==> src/rtl/cpu_pkg.sv <==
// Shared constants and types for the fetch stage: widths, opcode field
// location, the halt opcode and the fetch FSM state encoding.
package cpu_pkg;

  localparam int ADDR_W     = 8;
  localparam int INSTR_W    = 17;
  localparam int CNT_W      = 16;
  localparam int OPCODE_MSB = 16;
  localparam int OPCODE_LSB = 12;
  localparam int OPCODE_W   = OPCODE_MSB - OPCODE_LSB + 1;

  localparam logic [OPCODE_W-1:0] HALT_OPCODE = 5'b00111;
  localparam logic [ADDR_W-1:0]   RESET_PC    = 8'h00;

  typedef enum logic {
    FETCH_RUN  = 1'b0,
    FETCH_HALT = 1'b1
  } fetch_state_e;

endpackage : cpu_pkg

==> src/rtl/fetch_pc.sv <==
// Program counter register: redirect to a target, increment (wrapping) or hold.
module fetch_pc #(
  parameter int                ADDR_W   = cpu_pkg::ADDR_W,
  parameter logic [ADDR_W-1:0] RESET_PC = cpu_pkg::RESET_PC
) (
  input  logic              clk,
  input  logic              reset,
  input  logic              load_target,
  input  logic [ADDR_W-1:0] target,
  input  logic              incr,
  output logic [ADDR_W-1:0] pc
);

  logic [ADDR_W-1:0] pc_q;
  logic [ADDR_W-1:0] pc_d;

  // Redirect wins over increment; the increment wraps naturally at 2^ADDR_W.
  always_comb begin
    pc_d = pc_q;
    if (load_target) begin
      pc_d = target;
    end else if (incr) begin
      pc_d = pc_q + 1'b1;
    end
  end

  always_ff @(posedge clk) begin
    if (reset) begin
      pc_q <= RESET_PC;
    end else begin
      pc_q <= pc_d;
    end
  end

  assign pc = pc_q;

endmodule : fetch_pc

==> src/rtl/fetch_unit.sv <==
// Instruction fetch stage: owns the PC, captures memory data into the IR and
// hands it to decode over valid/ready, with branch flush and halt detection.
module fetch_unit #(
  parameter int                 ADDR_W      = cpu_pkg::ADDR_W,
  parameter int                 INSTR_W     = cpu_pkg::INSTR_W,
  parameter logic [ADDR_W-1:0]  RESET_PC    = cpu_pkg::RESET_PC,
  parameter logic [4:0]         HALT_OPCODE = cpu_pkg::HALT_OPCODE,
  parameter int                 CNT_W       = cpu_pkg::CNT_W
) (
  input  logic               clk,
  input  logic               reset,
  output logic [ADDR_W-1:0]  prg_counter,
  input  logic [INSTR_W-1:0] instructions,
  output logic [INSTR_W-1:0] ir_instr,
  output logic [ADDR_W-1:0]  ir_pc,
  output logic               ir_valid,
  input  logic               dec_ready,
  input  logic               branch_taken,
  input  logic [ADDR_W-1:0]  branch_target,
  output logic               halted,
  output logic [CNT_W-1:0]   fetch_count
);

  import cpu_pkg::*;

  fetch_state_e       state_q, state_d;
  logic [INSTR_W-1:0] ir_instr_q, ir_instr_d;
  logic [ADDR_W-1:0]  ir_pc_q, ir_pc_d;
  logic               ir_valid_q, ir_valid_d;
  logic [CNT_W-1:0]   fetch_count_q, fetch_count_d;

  logic run;
  logic redirect;
  logic load;
  logic halt_word;
  logic pc_incr;

  assign run       = (state_q == FETCH_RUN);
  assign redirect  = run && branch_taken;
  assign load      = run && !branch_taken && (!ir_valid_q || dec_ready);
  assign halt_word = (instructions[OPCODE_MSB:OPCODE_LSB] == HALT_OPCODE);
  // A halt word freezes the PC on its own address.
  assign pc_incr   = load && !halt_word;

  fetch_pc #(
    .ADDR_W   (ADDR_W),
    .RESET_PC (RESET_PC)
  ) u_fetch_pc (
    .clk         (clk),
    .reset       (reset),
    .load_target (redirect),
    .target      (branch_target),
    .incr        (pc_incr),
    .pc          (prg_counter)
  );

  always_comb begin
    state_d = state_q;
    case (state_q)
      FETCH_RUN:  if (load && halt_word) state_d = FETCH_HALT;
      FETCH_HALT: state_d = FETCH_HALT;
      default:    state_d = FETCH_RUN;
    endcase
  end

  always_comb begin
    ir_instr_d    = ir_instr_q;
    ir_pc_d       = ir_pc_q;
    ir_valid_d    = ir_valid_q;
    fetch_count_d = fetch_count_q;
    if (load) begin
      ir_instr_d    = instructions;
      ir_pc_d       = prg_counter;
      ir_valid_d    = 1'b1;
      fetch_count_d = (&fetch_count_q) ? fetch_count_q : fetch_count_q + 1'b1;
    end else if (redirect) begin
      ir_valid_d = 1'b0;
    end else if (ir_valid_q && dec_ready) begin
      // Consume with nothing to replace it (only reachable in HALT).
      ir_valid_d = 1'b0;
    end
  end

  always_ff @(posedge clk) begin
    if (reset) begin
      state_q       <= FETCH_RUN;
      ir_instr_q    <= '0;
      ir_pc_q       <= '0;
      ir_valid_q    <= 1'b0;
      fetch_count_q <= '0;
    end else begin
      state_q       <= state_d;
      ir_instr_q    <= ir_instr_d;
      ir_pc_q       <= ir_pc_d;
      ir_valid_q    <= ir_valid_d;
      fetch_count_q <= fetch_count_d;
    end
  end

  assign ir_instr    = ir_instr_q;
  assign ir_pc       = ir_pc_q;
  assign ir_valid    = ir_valid_q;
  assign halted      = (state_q == FETCH_HALT);
  assign fetch_count = fetch_count_q;

endmodule : fetch_unit

==> config.mk <==
export PLATFORM = sky130hd
export DESIGN_NAME = fetch_unit
export DESIGN_NICKNAME = d
export VERILOG_FILES = /design/src/rtl/cpu_pkg.sv /design/src/rtl/fetch_pc.sv /design/src/rtl/fetch_unit.sv
export SDC_FILE = /design/constraint.sdc
export NUM_CORES = 1
export LEC_CHECK = 0
export CORE_MARGIN = 3
export CORE_UTILIZATION = 40
export DETAILED_ROUTE_END_ITERATION = 16
export HOLD_SLACK_MARGIN = 0.08
export PLACE_DENSITY = 0.75
export SETUP_SLACK_MARGIN = 0.3
export SLEW_MARGIN = 25
export SYNTH_ARGS = -nofsm -noshare
export SYNTH_HDL_FRONTEND = slang
export SYNTH_HIERARCHICAL = 1
export SYNTH_SLANG_ARGS = --single-unit
export TNS_END_PERCENT = 100
==> constraint.sdc <==
create_clock -name clk -period 2.5 [get_ports clk]
set_clock_uncertainty 0.05 [all_clocks]
set_input_delay 0.625 -clock clk [delete_from_list [all_inputs] [get_ports clk]]
set_output_delay 0.625 -clock clk [all_outputs]
set_load 0.01 [all_outputs]
==> results of run 1 <==
[worst max path at each step]
stage	start	to	slack, ns
6_report	branch_taken	fetch_count[14]$_SDFFE_PP0P_	0.31
3_5_place_dp	branch_taken	fetch_count[13]$_SDFFE_PP0P_	-0.19
4_1_cts	branch_taken	fetch_count[15]$_SDFFE_PP0P_	0.33
5_1_grt	branch_taken	fetch_count[14]$_SDFFE_PP0P_	0.26
3_3_place_gp	branch_taken	fetch_count[15]$_SDFFE_PP0P_	-0.15
2_1_floorplan	dec_ready	u_fetch_pc/pc[7]$_SDFFE_PP0P_	0.26
[layer usage]
layer  up-vias  wire length, µm  track usage (%)
met2        75             2680             28.2
met3         4              384             4.55
met4         0               26             4.05
met1      1041             2660             24.0
li1       1149                -                -
met5         -                0                0
[cell families after synthesis]
| family | Yosys count |
|---|---|
| compound gates | 66 |
| xor+xnor | 4 |
| fa+ha+maj | 2 |
| buf+inv | 22 |
| flops | 51 |
| mux | 5 |
| simple gates | 126 |
[state kept, by name, indices dropped and copies added, names as in the netlist]
signal and count:
u_fetch_pc/pc 8, ir_pc 8, fetch_count 16, halted 1
ir_valid 1, ir_instr 17
[critical path, delay by kind of cell]
kind	cells	cell delay (ns)
and+or+nand+nor	3	1.23
buffers and inverters	2	0.39
AOI/OAI and AO/OA	1	0.12
[report_power, final]
part	switching, mW	total, mW	internal (mW)
Sequential	0.0308	0.878	0.847
Combinational	0.114	0.261	0.147
Clock	0.265	0.589	0.324
[synthesized netlist by cell type (2+ instances only)]
master	instances
sky130_fd_sc_hd__ha_1	2
sky130_fd_sc_hd__nor4_1	2
sky130_fd_sc_hd__a21oi_1	42
sky130_fd_sc_hd__o21ai_0	3
sky130_fd_sc_hd__xor2_1	4
sky130_fd_sc_hd__nand3_1	8
sky130_fd_sc_hd__or4_1	11
sky130_fd_sc_hd__nor3_1	3
sky130_fd_sc_hd__nand4_1	9
sky130_fd_sc_hd__buf_2	2
sky130_fd_sc_hd__nor2_1	16
sky130_fd_sc_hd__inv_1	4
sky130_fd_sc_hd__mux2i_1	2
sky130_fd_sc_hd__nand2_1	57
sky130_fd_sc_hd__a211oi_1	5
sky130_fd_sc_hd__and4_1	2
sky130_fd_sc_hd__nor3b_1	3
sky130_fd_sc_hd__o31ai_1	8
sky130_fd_sc_hd__dfxtp_1	51
sky130_fd_sc_hd__clkbuf_1	13
sky130_fd_sc_hd__o211ai_1	4
sky130_fd_sc_hd__mux2_2	3
sky130_fd_sc_hd__or3_1	4
sky130_fd_sc_hd__nor2b_1	4
[area by class of cell]
type	count	area [µm²]	area share, %
clock inverter	2	35.0	1.05
clock buffer	6	82.6	2.47
sequential	51	1020	30.5
timing repair buffer	95	916	27.4
tap	70	87.6	2.62
inverter	4	15.0	0.449
multi-input combinational	203	1190	35.5
[per-stage QoR]
stage / setup TNS [ns] / hold WS [ns] / power, mW / instance area [µm²] / utilization (%)
after floorplan: 0 / 0.431 / 1.01 / 2310 / -
after global placement: -0.715 / 0.391 / 1.15 / 3190 / 60.6
after detailed placement: -0.925 / 0.396 / 1.16 / 3190 / 60.6
after CTS: 0 / 0.409 / 1.75 / 3330 / 63.2
after global routing: 0 / 0.427 / 1.81 / 3340 / 63.4
final: 0 / 0.407 / 1.73 / 3340 / 63.4
[timing repair]
item / in CTS / in global routing
setup buffers: 2 / 0
endpoints found under the hold margin: 0 / 0
cloned: 0 / 0
pin swaps: 4 / 3
setup endpoints to repair: 7 / 5
gates resized for setup: 4 / 2
[placed cells by master, fill, tap and decap left out, types with 2 or more instances in the layout]
cell type | netlist | final
sky130_fd_sc_hd__ha_1 | 2 | 2
sky130_fd_sc_hd__or4_4 | 0 | 2
sky130_fd_sc_hd__clkdlybuf4s50_1 | 0 | 76
sky130_fd_sc_hd__and4_1 | 2 | 2
sky130_fd_sc_hd__a211oi_1 | 5 | 5
sky130_fd_sc_hd__mux2_2 | 3 | 3
sky130_fd_sc_hd__nand4_1 | 9 | 9
sky130_fd_sc_hd__or4_1 | 11 | 9
sky130_fd_sc_hd__dfxtp_1 | 51 | 51
sky130_fd_sc_hd__mux2i_1 | 2 | 2
sky130_fd_sc_hd__nand2_1 | 57 | 57
sky130_fd_sc_hd__a21oi_1 | 42 | 41
sky130_fd_sc_hd__inv_1 | 4 | 4
sky130_fd_sc_hd__dlygate4sd2_1 | 0 | 2
sky130_fd_sc_hd__nand3_1 | 8 | 8
sky130_fd_sc_hd__o211ai_1 | 4 | 4
sky130_fd_sc_hd__nor3_1 | 3 | 3
sky130_fd_sc_hd__nor2b_1 | 4 | 3
sky130_fd_sc_hd__nor2_4 | 0 | 2
sky130_fd_sc_hd__xor2_1 | 4 | 4
sky130_fd_sc_hd__buf_4 | 1 | 15
sky130_fd_sc_hd__o31ai_1 | 8 | 8
sky130_fd_sc_hd__clkbuf_8 | 0 | 6
sky130_fd_sc_hd__or3_1 | 4 | 4
sky130_fd_sc_hd__o21ai_0 | 3 | 3
sky130_fd_sc_hd__nor2_1 | 16 | 13
sky130_fd_sc_hd__nor3b_1 | 3 | 3
==> report_table.html, run 1 <==
<table>
<tr><th>Metric</th><th>Value</th></tr>
<tr><th colspan="2">Run status</th></tr>
<tr><td>Outcome</td><td>complete, no violations</td></tr>
<tr><th colspan="2">Timing</th></tr>
<tr><td>Highest attainable clock frequency</td><td>0.457 GHz</td></tr>
<tr><td>Final period util</td><td>87.5%</td></tr>
<tr><td>Final Max Tran Viols</td><td>0</td></tr>
<tr><td>Worst setup slack after layout</td><td>0.313 ns</td></tr>
<tr><td>Setup-failing EPs final</td><td>0</td></tr>
<tr><td>RSZ-0062 raised after global routing</td><td>true</td></tr>
<tr><td>Fin. Hold Viols</td><td>0</td></tr>
<tr><td>Clock period minus final worst setup slack</td><td>between 2 and 2.5 ns</td></tr>
<tr><td>Rel. slew slack</td><td>~58%</td></tr>
<tr><td>Tightest Pin Transition</td><td>0.629 ns</td></tr>
<tr><th colspan="2">Worst setup path</th></tr>
<tr><td>Critical Path Source Type</td><td>input pin</td></tr>
<tr><td>Worst Reg2Reg Path Length in Cells</td><td>5</td></tr>
<tr><td>Category of the worst setup path capture point</td><td>flip-flop</td></tr>
<tr><td>Data required, critical path</td><td>2.69 ns</td></tr>
<tr><td>CP Class</td><td>in2reg</td></tr>
<tr><td>CP Max Fanout</td><td>3</td></tr>
<tr><td>Setup slack of the most critical reg-to-reg path</td><td>0.44 ns</td></tr>
<tr><td>Slowest stage cell, crit path</td><td>sky130_fd_sc_hd__or4_4</td></tr>
<tr><td>FF-to-FF End</td><td>fetch_count[14]$_SDFFE_PP0P_</td></tr>
<tr><td>Reg2Reg Launch Point</td><td>halted$_SDFF_PP0_</td></tr>
<tr><td>Peak per-stage delay on the critical path</td><td>roughly 0.51 ns</td></tr>
<tr><td>Cell-by-cell trace of the critical path</td><td>dlygate4sd2_1 &gt; or2_1 &gt; buf_4 &gt; or4_4 &gt; or4_1 &gt; a21oi_2</td></tr>
<tr><td>Data arrival time at the worst-slack endpoint</td><td>between 2 and 2.5 ns</td></tr>
<tr><th colspan="2">Worst hold path</th></tr>
<tr><td>HP Start</td><td>ir_instr[2]$_SDFFE_PP0P_</td></tr>
<tr><td>Count of cells along the worst hold path</td><td>2</td></tr>
<tr><td>Hold-critical path endpoint</td><td>ir_instr[2]$_SDFFE_PP0P_</td></tr>
<tr><td>Class of the worst hold path</td><td>reg2reg</td></tr>
<tr><th colspan="2">Yosys</th></tr>
<tr><td>Sequential-to-total area share from yosys stat</td><td>45.5%</td></tr>
<tr><td>Top flip-flop cell by instance count after synthesis</td><td>sky130_fd_sc_hd__dfxtp_1</td></tr>
<tr><td>Mapped Nets</td><td>307</td></tr>
<tr><td>Cells taking the most area after synthesis</td><td>sky130_fd_sc_hd__dfxtp_1 (45%), sky130_fd_sc_hd__nand2_1 (9.5%), sky130_fd_sc_hd__a21oi_1 (9.4%)</td></tr>
<tr><td>Share of synthesized cell area in and, or, nand and nor gates</td><td>28.0%</td></tr>
<tr><td>Synth Area in Compound Gates</td><td>around 17%</td></tr>
<tr><td>Synthesized area divided by synthesized cell count</td><td>8.13 µm²</td></tr>
<tr><td>Portion of synthesized cell area occupied by the leading cell type</td><td>roughly 45%</td></tr>
<tr><td>Combined area of all synthesized cells</td><td>0.00224 mm²</td></tr>
<tr><td>Largest area contributor in the netlist</td><td>sky130_fd_sc_hd__dfxtp_1</td></tr>
<tr><td>Number of enable flip-flop cells after synthesis</td><td>0</td></tr>
<tr><td>Netlist cell types</td><td>38</td></tr>
<tr><td>Dominant combinational cell family by area after synthesis</td><td>simple AND/OR/NAND/NOR gates</td></tr>
<tr><td>Flip-flop and latch count after synthesis</td><td>51</td></tr>
<tr><td>Post-synthesis mux area share</td><td>2.40%</td></tr>
<tr><td>Syn Inst Count</td><td>about 280</td></tr>
<tr><td>XOR/XNOR Fraction of Synth Area</td><td>between 1.5 and 2%</td></tr>
<tr><td>Adder and majority cell fraction of the synthesized area</td><td>1.11%</td></tr>
<tr><td>Async set or reset register ratio after synthesis</td><td>0%</td></tr>
<tr><td>Total number of yosys warnings</td><td>6</td></tr>
<tr><th colspan="2">Detailed routing</th></tr>
<tr><td>Detailed-route wire length per cell</td><td>~13 µm</td></tr>
<tr><td>Residual DRC count</td><td>0</td></tr>
<tr><td>Number of violations reported at the end of detailed-routing iteration 0</td><td>133</td></tr>
<tr><td>Post-route ant nets</td><td>0</td></tr>
<tr><td>First-pass DRT Iterations</td><td>4</td></tr>
<tr><td>Total vias in the final route</td><td>2269</td></tr>
<tr><td>Detail-routed via count per cell</td><td>5.26</td></tr>
<tr><td>Total Wirelength</td><td>5750 µm</td></tr>
<tr><th colspan="2">Global routing</th></tr>
<tr><td>Initial antenna violation count</td><td>0</td></tr>
<tr><td>Vias in the first global route</td><td>around 2000</td></tr>
<tr><td>Total track usage</td><td>17.7%</td></tr>
<tr><td>Overflow left after global routing</td><td>0</td></tr>
<tr><td>First-pass GRT wire length</td><td>9280 µm</td></tr>
<tr><td>Largest net degree at the start of global routing</td><td>55</td></tr>
<tr><th colspan="2">Clocking</th></tr>
<tr><td>Clock tree from TritonCTS</td><td>yes</td></tr>
<tr><td>Cts hold-fix bufs</td><td>0</td></tr>
<tr><td>CTS root buf</td><td>sky130_fd_sc_hd__clkbuf_8</td></tr>
<tr><td>Clock-pin transition on the worst setup and hold timing paths</td><td>0.09 ns</td></tr>
<tr><td>Skew-Pair Late Insertion Delay</td><td>0.30 ns</td></tr>
<tr><td>Clock sink total</td><td>between 50 and 60</td></tr>
<tr><td>Max Root-Sink Buffers</td><td>2</td></tr>
<tr><td>Inserted Clock Buffers</td><td>5</td></tr>
<tr><td>Number of levels the H-tree was split into</td><td>2</td></tr>
<tr><th colspan="2">Placed design</th></tr>
<tr><td>Estimated wirelength of the detail-placed design</td><td>a little over 4000 µm</td></tr>
<tr><td>Worst slack at placement</td><td>-0.188 ns</td></tr>
<tr><td>Port Buffer Count</td><td>79</td></tr>
<tr><td>Number of cells in the design after placement</td><td>approximately 420</td></tr>
<tr><td>Weighted congestion at the end of routability-driven global placement</td><td>0.812</td></tr>
<tr><th colspan="2">Floorplanning</th></tr>
<tr><td>Number of top-level pins</td><td>80</td></tr>
<tr><td>Placeable core area</td><td>0.00527 mm²</td></tr>
<tr><td>Die outline area</td><td>about 0.0065 mm²</td></tr>
<tr><td>Die Span Y</td><td>just over 80 µm</td></tr>
<tr><td>Starting utilization of the core area</td><td>42.6%</td></tr>
<tr><td>Number of core rows</td><td>26</td></tr>
<tr><td>Die width</td><td>80.9 µm</td></tr>
<tr><th colspan="2">Layout</th></tr>
<tr><td>Share of cells above drive strength 1</td><td>10.5%</td></tr>
<tr><td>Area Growth Syn to Fin</td><td>48.9%</td></tr>
<tr><td>Final Instance Count excl. Fillers</td><td>431</td></tr>
<tr><td>Layout filler cell count</td><td>476</td></tr>
<tr><td>Post-layout net count</td><td>around 400</td></tr>
<tr><td>Number of antenna repair diodes</td><td>0</td></tr>
<tr><th colspan="2">Job</th></tr>
<tr><td>Max-cap violation count</td><td>0</td></tr>
<tr><th colspan="2">Power</th></tr>
<tr><td>Pleak</td><td>1.15 nW</td></tr>
<tr><td>Worst vdd ir</td><td>between 0.2 and 0.3 mV</td></tr>
<tr><td>Power density over cell area</td><td>517 mW/mm²</td></tr>
</table>
(Power assumes the default switching activity.)
==> run 2: changes to the inputs <==
Settings changed: CTS_CLUSTER_DIAMETER set to 80.
==> results of run 2 <==
No change in the layout: final DEF, timing and power equal those of run 1.
